[config.mk]
export PLATFORM = sky130hd
export DESIGN_NAME = circuito_exp5_jogo
export DESIGN_NICKNAME = d
export VERILOG_FILES = /design/src/rtl/circuito_exp5_pkg.sv /design/src/rtl/circuito_exp5_jogo_hexa7seg.sv /design/src/rtl/circuito_exp5_jogo.sv
export SDC_FILE = /design/constraint.sdc
export NUM_CORES = 1
export LEC_CHECK = 0
export BUFFER_PORTS_ARGS = -buffer_cell sky130_fd_sc_hd__buf_2
export CAP_MARGIN = 30
export CORE_MARGIN = 4
export CORE_UTILIZATION = 35
export DETAILED_ROUTE_END_ITERATION = 6
export PLACE_DENSITY_LB_ADDON = 0.25
export RECOVER_POWER = 100
export SLEW_MARGIN = 10
export SYNTH_ARGS = -nofsm -noshare
export SYNTH_HDL_FRONTEND = slang
export SYNTH_HIERARCHICAL = 1
export SYNTH_SLANG_ARGS = --single-unit
[constraint.sdc]
create_clock -name clock -period 2.5 [get_ports clock]
set_input_delay 0.5 -clock clock [delete_from_list [all_inputs] [get_ports clock]]
set_output_delay 0.5 -clock clock [all_outputs]
set_load 0.05 [all_outputs]
[src/rtl/circuito_exp5_pkg.sv]
// Shared definitions for the Genius-style game: state codes, sequence ROM and blank segments.
package circuito_exp5_pkg;

  typedef enum logic [3:0] {
    INICIAL        = 4'h0,
    PREPARA        = 4'h1,
    NOVA_SEQ       = 4'h2,
    ESPERA         = 4'h3,
    REGISTRA       = 4'h4,
    COMPARA        = 4'h5,
    PROXIMA_JOGADA = 4'h6,
    PROXIMA_SEQ    = 4'h7,
    FIM_ACERTO     = 4'hA,
    FIM_ERRO       = 4'hE
  } estado_t;

  // One-hot button code expected at each sequence position
  localparam logic [3:0] ROM_SEQ [16] = '{
    4'b0001, 4'b0010, 4'b0100, 4'b1000,
    4'b0100, 4'b0010, 4'b0001, 4'b0001,
    4'b0010, 4'b0010, 4'b0100, 4'b0100,
    4'b1000, 4'b1000, 4'b0001, 4'b0100
  };

  localparam logic [6:0] SEG_BLANK = 7'b1111111;

endpackage

[src/rtl/circuito_exp5_jogo_hexa7seg.sv]
// Hex digit to active-low seven-segment pattern, bit order gfedcba.
module hexa7seg (
  input  logic [3:0] hexa_i,
  output logic [6:0] seg_o
);

  // Pure lookup of the digit glyph
  always_comb begin
    seg_o = 7'b1111111;
    case (hexa_i)
      4'h0: seg_o = 7'b1000000;
      4'h1: seg_o = 7'b1111001;
      4'h2: seg_o = 7'b0100100;
      4'h3: seg_o = 7'b0110000;
      4'h4: seg_o = 7'b0011001;
      4'h5: seg_o = 7'b0010010;
      4'h6: seg_o = 7'b0000010;
      4'h7: seg_o = 7'b1111000;
      4'h8: seg_o = 7'b0000000;
      4'h9: seg_o = 7'b0010000;
      4'hA: seg_o = 7'b0001000;
      4'hB: seg_o = 7'b0000011;
      4'hC: seg_o = 7'b1000110;
      4'hD: seg_o = 7'b0100001;
      4'hE: seg_o = 7'b0000110;
      4'hF: seg_o = 7'b0001110;
      default: seg_o = 7'b1111111;
    endcase
  end

endmodule

[src/rtl/circuito_exp5_jogo.sv]
// Genius-style memory game: FSM, counters, jogada register and sequence ROM.
// Define DEBUG_DISPLAYS_EN to drive the five hex debug displays; otherwise they stay blank.
module circuito_exp5_jogo
  import circuito_exp5_pkg::*;
(
  input  logic       clock,
  input  logic       reset,
  input  logic       jogar,
  input  logic [3:0] botoes,
  output logic [3:0] leds,
  output logic       pronto,
  output logic       ganhou,
  output logic       perdeu,
  output logic       db_jogadaIgualMemoria,
  output logic       db_enderecoIgualSequencia,
  output logic       db_tem_jogada,
  output logic       db_fimS,
  output logic [6:0] display_sequencia,
  output logic [6:0] display_jogada,
  output logic [6:0] display_memoria,
  output logic [6:0] display_endereco,
  output logic [6:0] display_estado
);

  estado_t    state_q;
  logic [3:0] endereco_q;
  logic [3:0] sequencia_q;
  logic [3:0] jogada_q;
  logic       prev_q;
  logic       pronto_q;
  logic       ganhou_q;
  logic       perdeu_q;

  logic [3:0] memoria_s;
  logic       igual_s;
  logic       fim_rodada_s;
  logic       fim_s;
  logic       tem_jogada_s;

  assign memoria_s    = ROM_SEQ[endereco_q];
  assign igual_s      = (jogada_q == memoria_s);
  assign fim_rodada_s = (endereco_q == sequencia_q);
  assign fim_s        = (sequencia_q == 4'hF);
  // Only a 0 -> nonzero transition of the buttons counts as a new press
  assign tem_jogada_s = (|botoes) & ~prev_q;

  // Previous-cycle "any button" level for the press detector
  always_ff @(posedge clock or negedge reset) begin
    if (!reset) begin
      prev_q <= 1'b0;
    end else begin
      prev_q <= |botoes;
    end
  end

  // Game FSM with the datapath registers it controls and its registered verdict flags
  always_ff @(posedge clock or negedge reset) begin
    if (!reset) begin
      state_q     <= INICIAL;
      endereco_q  <= 4'd0;
      sequencia_q <= 4'd0;
      jogada_q    <= 4'd0;
      pronto_q    <= 1'b0;
      ganhou_q    <= 1'b0;
      perdeu_q    <= 1'b0;
    end else begin
      case (state_q)
        INICIAL: begin
          if (jogar) state_q <= PREPARA;
        end
        PREPARA: begin
          sequencia_q <= 4'd0;
          endereco_q  <= 4'd0;
          jogada_q    <= 4'd0;
          state_q     <= NOVA_SEQ;
        end
        NOVA_SEQ: begin
          endereco_q <= 4'd0;
          state_q    <= ESPERA;
        end
        ESPERA: begin
          if (tem_jogada_s) state_q <= REGISTRA;
        end
        REGISTRA: begin
          jogada_q <= botoes;
          state_q  <= COMPARA;
        end
        COMPARA: begin
          if (!igual_s) begin
            state_q  <= FIM_ERRO;
            pronto_q <= 1'b1;
            perdeu_q <= 1'b1;
          end else if (!fim_rodada_s) begin
            state_q <= PROXIMA_JOGADA;
          end else if (!fim_s) begin
            state_q <= PROXIMA_SEQ;
          end else begin
            state_q  <= FIM_ACERTO;
            pronto_q <= 1'b1;
            ganhou_q <= 1'b1;
          end
        end
        PROXIMA_JOGADA: begin
          endereco_q <= endereco_q + 4'd1;
          state_q    <= ESPERA;
        end
        PROXIMA_SEQ: begin
          sequencia_q <= sequencia_q + 4'd1;
          state_q     <= NOVA_SEQ;
        end
        FIM_ACERTO, FIM_ERRO: begin
          if (jogar) begin
            state_q  <= PREPARA;
            pronto_q <= 1'b0;
            ganhou_q <= 1'b0;
            perdeu_q <= 1'b0;
          end
        end
        default: begin
          state_q <= INICIAL;
        end
      endcase
    end
  end

  assign leds                      = jogada_q;
  assign pronto                    = pronto_q;
  assign ganhou                    = ganhou_q;
  assign perdeu                    = perdeu_q;
  assign db_jogadaIgualMemoria     = igual_s;
  assign db_enderecoIgualSequencia = fim_rodada_s;
  assign db_tem_jogada             = tem_jogada_s;
  assign db_fimS                   = fim_s;

`ifdef DEBUG_DISPLAYS_EN
  hexa7seg u_hex_sequencia (.hexa_i(sequencia_q), .seg_o(display_sequencia));
  hexa7seg u_hex_jogada    (.hexa_i(jogada_q),    .seg_o(display_jogada));
  hexa7seg u_hex_memoria   (.hexa_i(memoria_s),   .seg_o(display_memoria));
  hexa7seg u_hex_endereco  (.hexa_i(endereco_q),  .seg_o(display_endereco));
  hexa7seg u_hex_estado    (.hexa_i(state_q),     .seg_o(display_estado));
`else
  assign display_sequencia = SEG_BLANK;
  assign display_jogada    = SEG_BLANK;
  assign display_memoria   = SEG_BLANK;
  assign display_endereco  = SEG_BLANK;
  assign display_estado    = SEG_BLANK;
`endif

endmodule

* Word level (Yosys, flattened, before mapping) *
Memories as Yosys holds them, arrays and structs flattened.
Index checks and enable logic that the tools add are counted.

word-level totals
  register bits after elaboration = 20
  bits in read-only memories = 64
  input bits = 7
  output and inout port bits = 46
  logic and storage cells = 71
  memories = 1

memories
  name              depth  bits a word  read ports  clocked after memory_dff  wr ports  line                      RTL
  (name not given)  16     4            1           0                         0         circuito_exp5_jogo.sv:40  assign memoria_s = ROM_SEQ[endereco_q];

operators by class
  add/subtract/negate cells = 2
  $lt $le $gt $ge = 1
  equal/unequal tests = 21
  muxes and demuxes = 20
  bitwise logic cells = 3
  reduce and logical (&&, ||, !) cells = 15

operators by type and width
  cell                   count
  $mux W4                7
  $pmux W4 S2            3
  $pmux W4 S6            1
  $eq A4 B3 Y1 const B   4
  $eq A4 B4 Y1 const B   3
  $ne A2 B2 Y1 const B   6
  $add A4 B1 Y4 const B  2
  $eq A4 B2 Y1 const B   2
  $eq A4 B4 Y1           2
  $reduce_bool A2 Y1     4
  $reduce_or A2 Y1       4
  $mux W1                6
  $ne A3 B3 Y1 const B   2
  $pmux W1 S2            3
  $ge A5 B5 Y1 const B   1
  $not A4 Y5             1
  $reduce_and A5 Y1      1
  $eq A4 B1 Y1 const B   1
  $logic_not A4 Y1       1
  $reduce_and A4 Y1      1
  $reduce_or A4 Y1       1
  $reduce_and A3 Y1      1
  $reduce_or A3 Y1       1
  $ne A2 B1 Y1 const B   1
  other kinds (3)        3

* Depth between registers and ports, before layout *
  depth after elaboration = 7
  depth in mapped cells = 8
  depth with buffers taken out = 7

* Worst setup path before layout *
No wires, ideal clock.

  path kind = reg-to-reg
  start = register endereco_q[1]
  end = register state_q[2]
  setup time = 0.150 ns
  arrival = 2.960 ns
  required time = 2.350 ns
  slack = -0.609 ns
  stages on the path, launching flop included = 5
  path buffers = 0
  cell sequence = dfrtp_1 -> xor2_1 -> nor4_1 -> o221a_2 -> o21ai_1

on the way
  elaborated cells between the ends (all ways) = 9
  classes of those cells = eq/ne: 2; mux: 5; bitwise: 1; memory: 1

RTL lines
  element                        line                       RTL
  start, declared                circuito_exp5_jogo.sv:26   logic [3:0] endereco_q;
  start signal, assigned         circuito_exp5_jogo.sv:104  endereco_q <= endereco_q + 4'd1;
  $eq A4 B4 Y1                   circuito_exp5_jogo.sv:42   assign fim_rodada_s = (endereco_q == sequencia_q);
  via db_enderecoIgualSequencia  circuito_exp5_jogo.sv:15   output logic db_enderecoIgualSequencia,
  $mux W4                        circuito_exp5_jogo.sv:93   end else if (!fim_rodada_s) begin
  $mux W4                        circuito_exp5_jogo.sv:89   if (!igual_s) begin
  $pmux W4 S6                    circuito_exp5_jogo.sv:67   case (state_q)
  end signal, assigned           circuito_exp5_jogo.sv:69   if (jogar) state_q <= PREPARA;
  end signal, assigned           circuito_exp5_jogo.sv:90   state_q <= FIM_ERRO;
  end signal, assigned           circuito_exp5_jogo.sv:94   state_q <= PROXIMA_JOGADA;
  end, declared                  circuito_exp5_jogo.sv:25   estado_t state_q;

The timed path passes the listed nets, and every way through them passes these cells. The select of a mux whose other input is x is not followed.
A chain may end at the register's enable or synchronous reset.

* Final worst setup path *
  start = register endereco_q[1]
  end = output port db_jogadaIgualMemoria

on the way
  cells in the longest elaborated chain, start to end = 5

RTL lines
  element                                      line                      RTL
  $not A4 Y5 (implied by the code)             circuito_exp5_jogo.sv:40
  $mem_v2 Z16 W4                               -
  $mux W4 (implied by the code) (2 in series)  circuito_exp5_jogo.sv:40
  $eq A4 B4 Y1                                 circuito_exp5_jogo.sv:41  assign igual_s = (jogada_q == memoria_s);
  end, declared                                circuito_exp5_jogo.sv:14  output logic db_jogadaIgualMemoria,

Every way passes these cells. The select of a mux whose other input is x is not followed.

==> out/qor.yml <==
ir_drop_v: 0.000680
pwr-share-seq_pct: 31.8
end_kind: "output port"
grt_start_max_net_pins: 22
track_usage_pct: 11.6
relSlewSlack_pct: 23.6
cp-start-kind: "register"
root_buffer: "clkbuf_8"
yosys_warnings: 6
min_period_ns: 2.51
final_common_cell: "conb_1"
drv_cap: 0
synth_edf_count: 0
antenna_found_initial: 0
startpoint: "endereco_q[1]$_DFFE_PN0P_"
num_io_pins: 53
worst_clock_skew_ns: 0.00638
drtIter0Drc: 52
critPathMaxFanout: 5
area_growth_pct: 8.35
clk_path_buf_depth: 2
internal_power_mw: 0.842
p_leak_nw: 0.825
whs_ns: 0.444
violations: "setup timing"
num_vias: 1257
grt-ovfl-total: 0
fmax_mhz: 398
worstMarginPinSlew_ns: 1.15
htreeDepth: 1
insertion_delay_ns: 0.26
criticalPathCategory: "register to output port"
synthFlopType: "dfrtp_1"
rr_startpoint: "endereco_q[0]$_DFFE_PN0P_"
numCtsBuffers: 3
via_per_inst: 4.80
combPwrFrac_pct: 53.6
dp_cells: 254
drc_errors: 0
rsz0062_at_grt: "yes"
drt_first_pass_iters: 4
clk_pin_slew_ns: 0.08
final_nets: 224
grt_pass1_wl_um: 5200
power.switching_mw: 0.884
total_power_mw: 1.73
yosysUniqueCellTypes: 41
syn_inst: 187
placed_cell_area_um2: 1630
numClockSinks: 20
grt_pass1_vias: 1175
wire_per_inst_um: 12.4
maxSlewViolCount: 0
p_sw_share_pct: 51.2
status: "finished with violations"
die_h_um: 75.7
hold_path_class: "primary input to async pin"
synth_seq_area_share_pct: 31.2
period_share_pct: 100
power_density_nw_per_um2: 993
totalWireLength_um: 3250
postSynthAreaPerCell_um2: 8.58
gp_routability_congestion: 0.805
postRouteAntennaNets: 0
design_area_um2: 1740
die_w_um: 75.7
dp_hpwl_um: 2410
drive_above_1_share_pct: 16.7
antenna_cells: 0
setup_viol: 1
placementRows: 24
hold_viol: 0
worst_slack_ns: -0.00990
coreArea_um2: 4380
syn_area_um2: 1600
cp.required_ns: 2.00
arrival_ns: 2.01
multi_input_area_um2: 935
cts_tree: "yes"
dp_slack_ns: 0.0696
synth-seq-cells: 20
async_flop_share_pct: 100
stdcell_count: 262
dieArea_um2: 5730
ff_latch_area_um2: 502
pwr-share-clk_pct: 14.5
layout_common_cells: "conb_1 (35), dfrtp_1 (19), nand2_1 (17), a21oi_1 (13), o21ai_0 (11)"
fillerInstances: 465
initial_core_util_pct: 36.6
io_buffers: 17
-- through the flow --
step	utilization [%]	setup TNS (ns)
floorplan	-	0
global placement	37.2	0
detailed placement	37.2	0
CTS	39.7	-0.0228
global route	39.6	-0.0990
finish	39.6	-0.00990
-- path summary, 6_finish.rpt --
kind,cells after the start,end,slack [ns]
max in group asynchronous,1,endereco_q[1]$_DFFE_PN0P_,1.29
min reg2reg,1,ganhou$_DFFE_PN0P_,0.50
min,1,sequencia_q[1]$_DFFE_PN0P_,0.44
max reg2reg,8,ganhou$_DFFE_PN0P_,0.50
min in group clock,3,prev_q$_DFF_PN0_,0.47
max,7,db_jogadaIgualMemoria,-0.01
-- repair_timing --
item                                    in CTS  in global routing
hold buffers                                 0                  0
pin swaps                                    2                  0
setup buffers                                3                  1
gates resized for setup                      9                  0
endpoints found under the setup margin       1                  1
cloned                                       0                  0
-- synthesized netlist by cell type, types with 2 or more instances --
master,n,share of area [%]
o21ai_0,11,3.4
xnor2_1,2,1.1
buf_4,35,16
nor4_1,2,0.78
and3_1,2,0.78
a21oi_1,13,4.1
nand2_1,17,4.0
nor2b_1,6,2.3
nor3_1,2,0.62
o31ai_1,2,0.94
nand2b_1,5,2.0
nor3b_1,2,0.94
buf_6,2,1.4
clkbuf_1,5,1.2
a21boi_0,2,0.94
nand3_1,6,1.9
ha_1,6,4.7
inv_1,7,1.6
xor2_1,5,2.7
nand3b_1,3,1.4
o21ai_1,3,0.94
mux2i_1,3,1.9
a22o_1,3,1.6
dfrtp_1,20,31
nor2_1,7,1.6
-- registers in the layout (all words and copies together) (netlist names) --
name and count:
state_q 4, leds 4, endereco_q 4, perdeu 1
sequencia_q 4, ganhou 1, pronto 1, prev_q 1
-- cell type report --
class | instances | area share [%]
sequential | 20 | 28.9
tap | 52 | 3.74
inverter | 7 | 1.51
timing repair buffer | 27 | 8.93
multi-input combinational | 152 | 53.8
clock buffer | 4 | 3.17
-- power groups by stage --
stage | Clock [mW] | Combinational, mW | Sequential [mW]
final | 0.251 | 0.926 | 0.549
after global routing | 0.270 | 1.01 | 0.567
after global placement | 0 | 0.903 | 0.552
after CTS | 0.258 | 0.930 | 0.546
after floorplan | 0 | 0.652 | 0.621
after detailed placement | 0 | 0.901 | 0.553
-- cells by family after synthesis --
kind of cell | synth area share [%]
other | 0.234
XOR/XNOR | 3.82
adder cells (fa/ha/maj) | 4.68
buffers and inverters | 20.6
AND/OR/NAND/NOR | 19.2
flip-flops | 31.2
multiplexers | 3.98
AO/OA/AOI/OAI | 16.3
-- critical path, cell delays in order (launching register included) --
cell     delay, ns
dfrtp_2       0.43
inv_2         0.07
ha_4          0.16
mux4_2        0.46
xnor2_1       0.16
o21ai_1       0.12
nor3_4        0.16
buf_6         0.19
-- per-layer routing --
| metal | vias to the layer above | share of wire, % | track usage (%) |
|---|---|---|---|
| li1 | 617 | - | - |
| met1 | 600 | 48 | 15.5 |
| met2 | 36 | 46 | 19.5 |
| met3 | 4 | 5.3 | 2.51 |
| met4 | 0 | 0.92 | 2.52 |
| met5 | - | 0 | 0 |
Note: power is estimated with default switching activity, not from simulation.
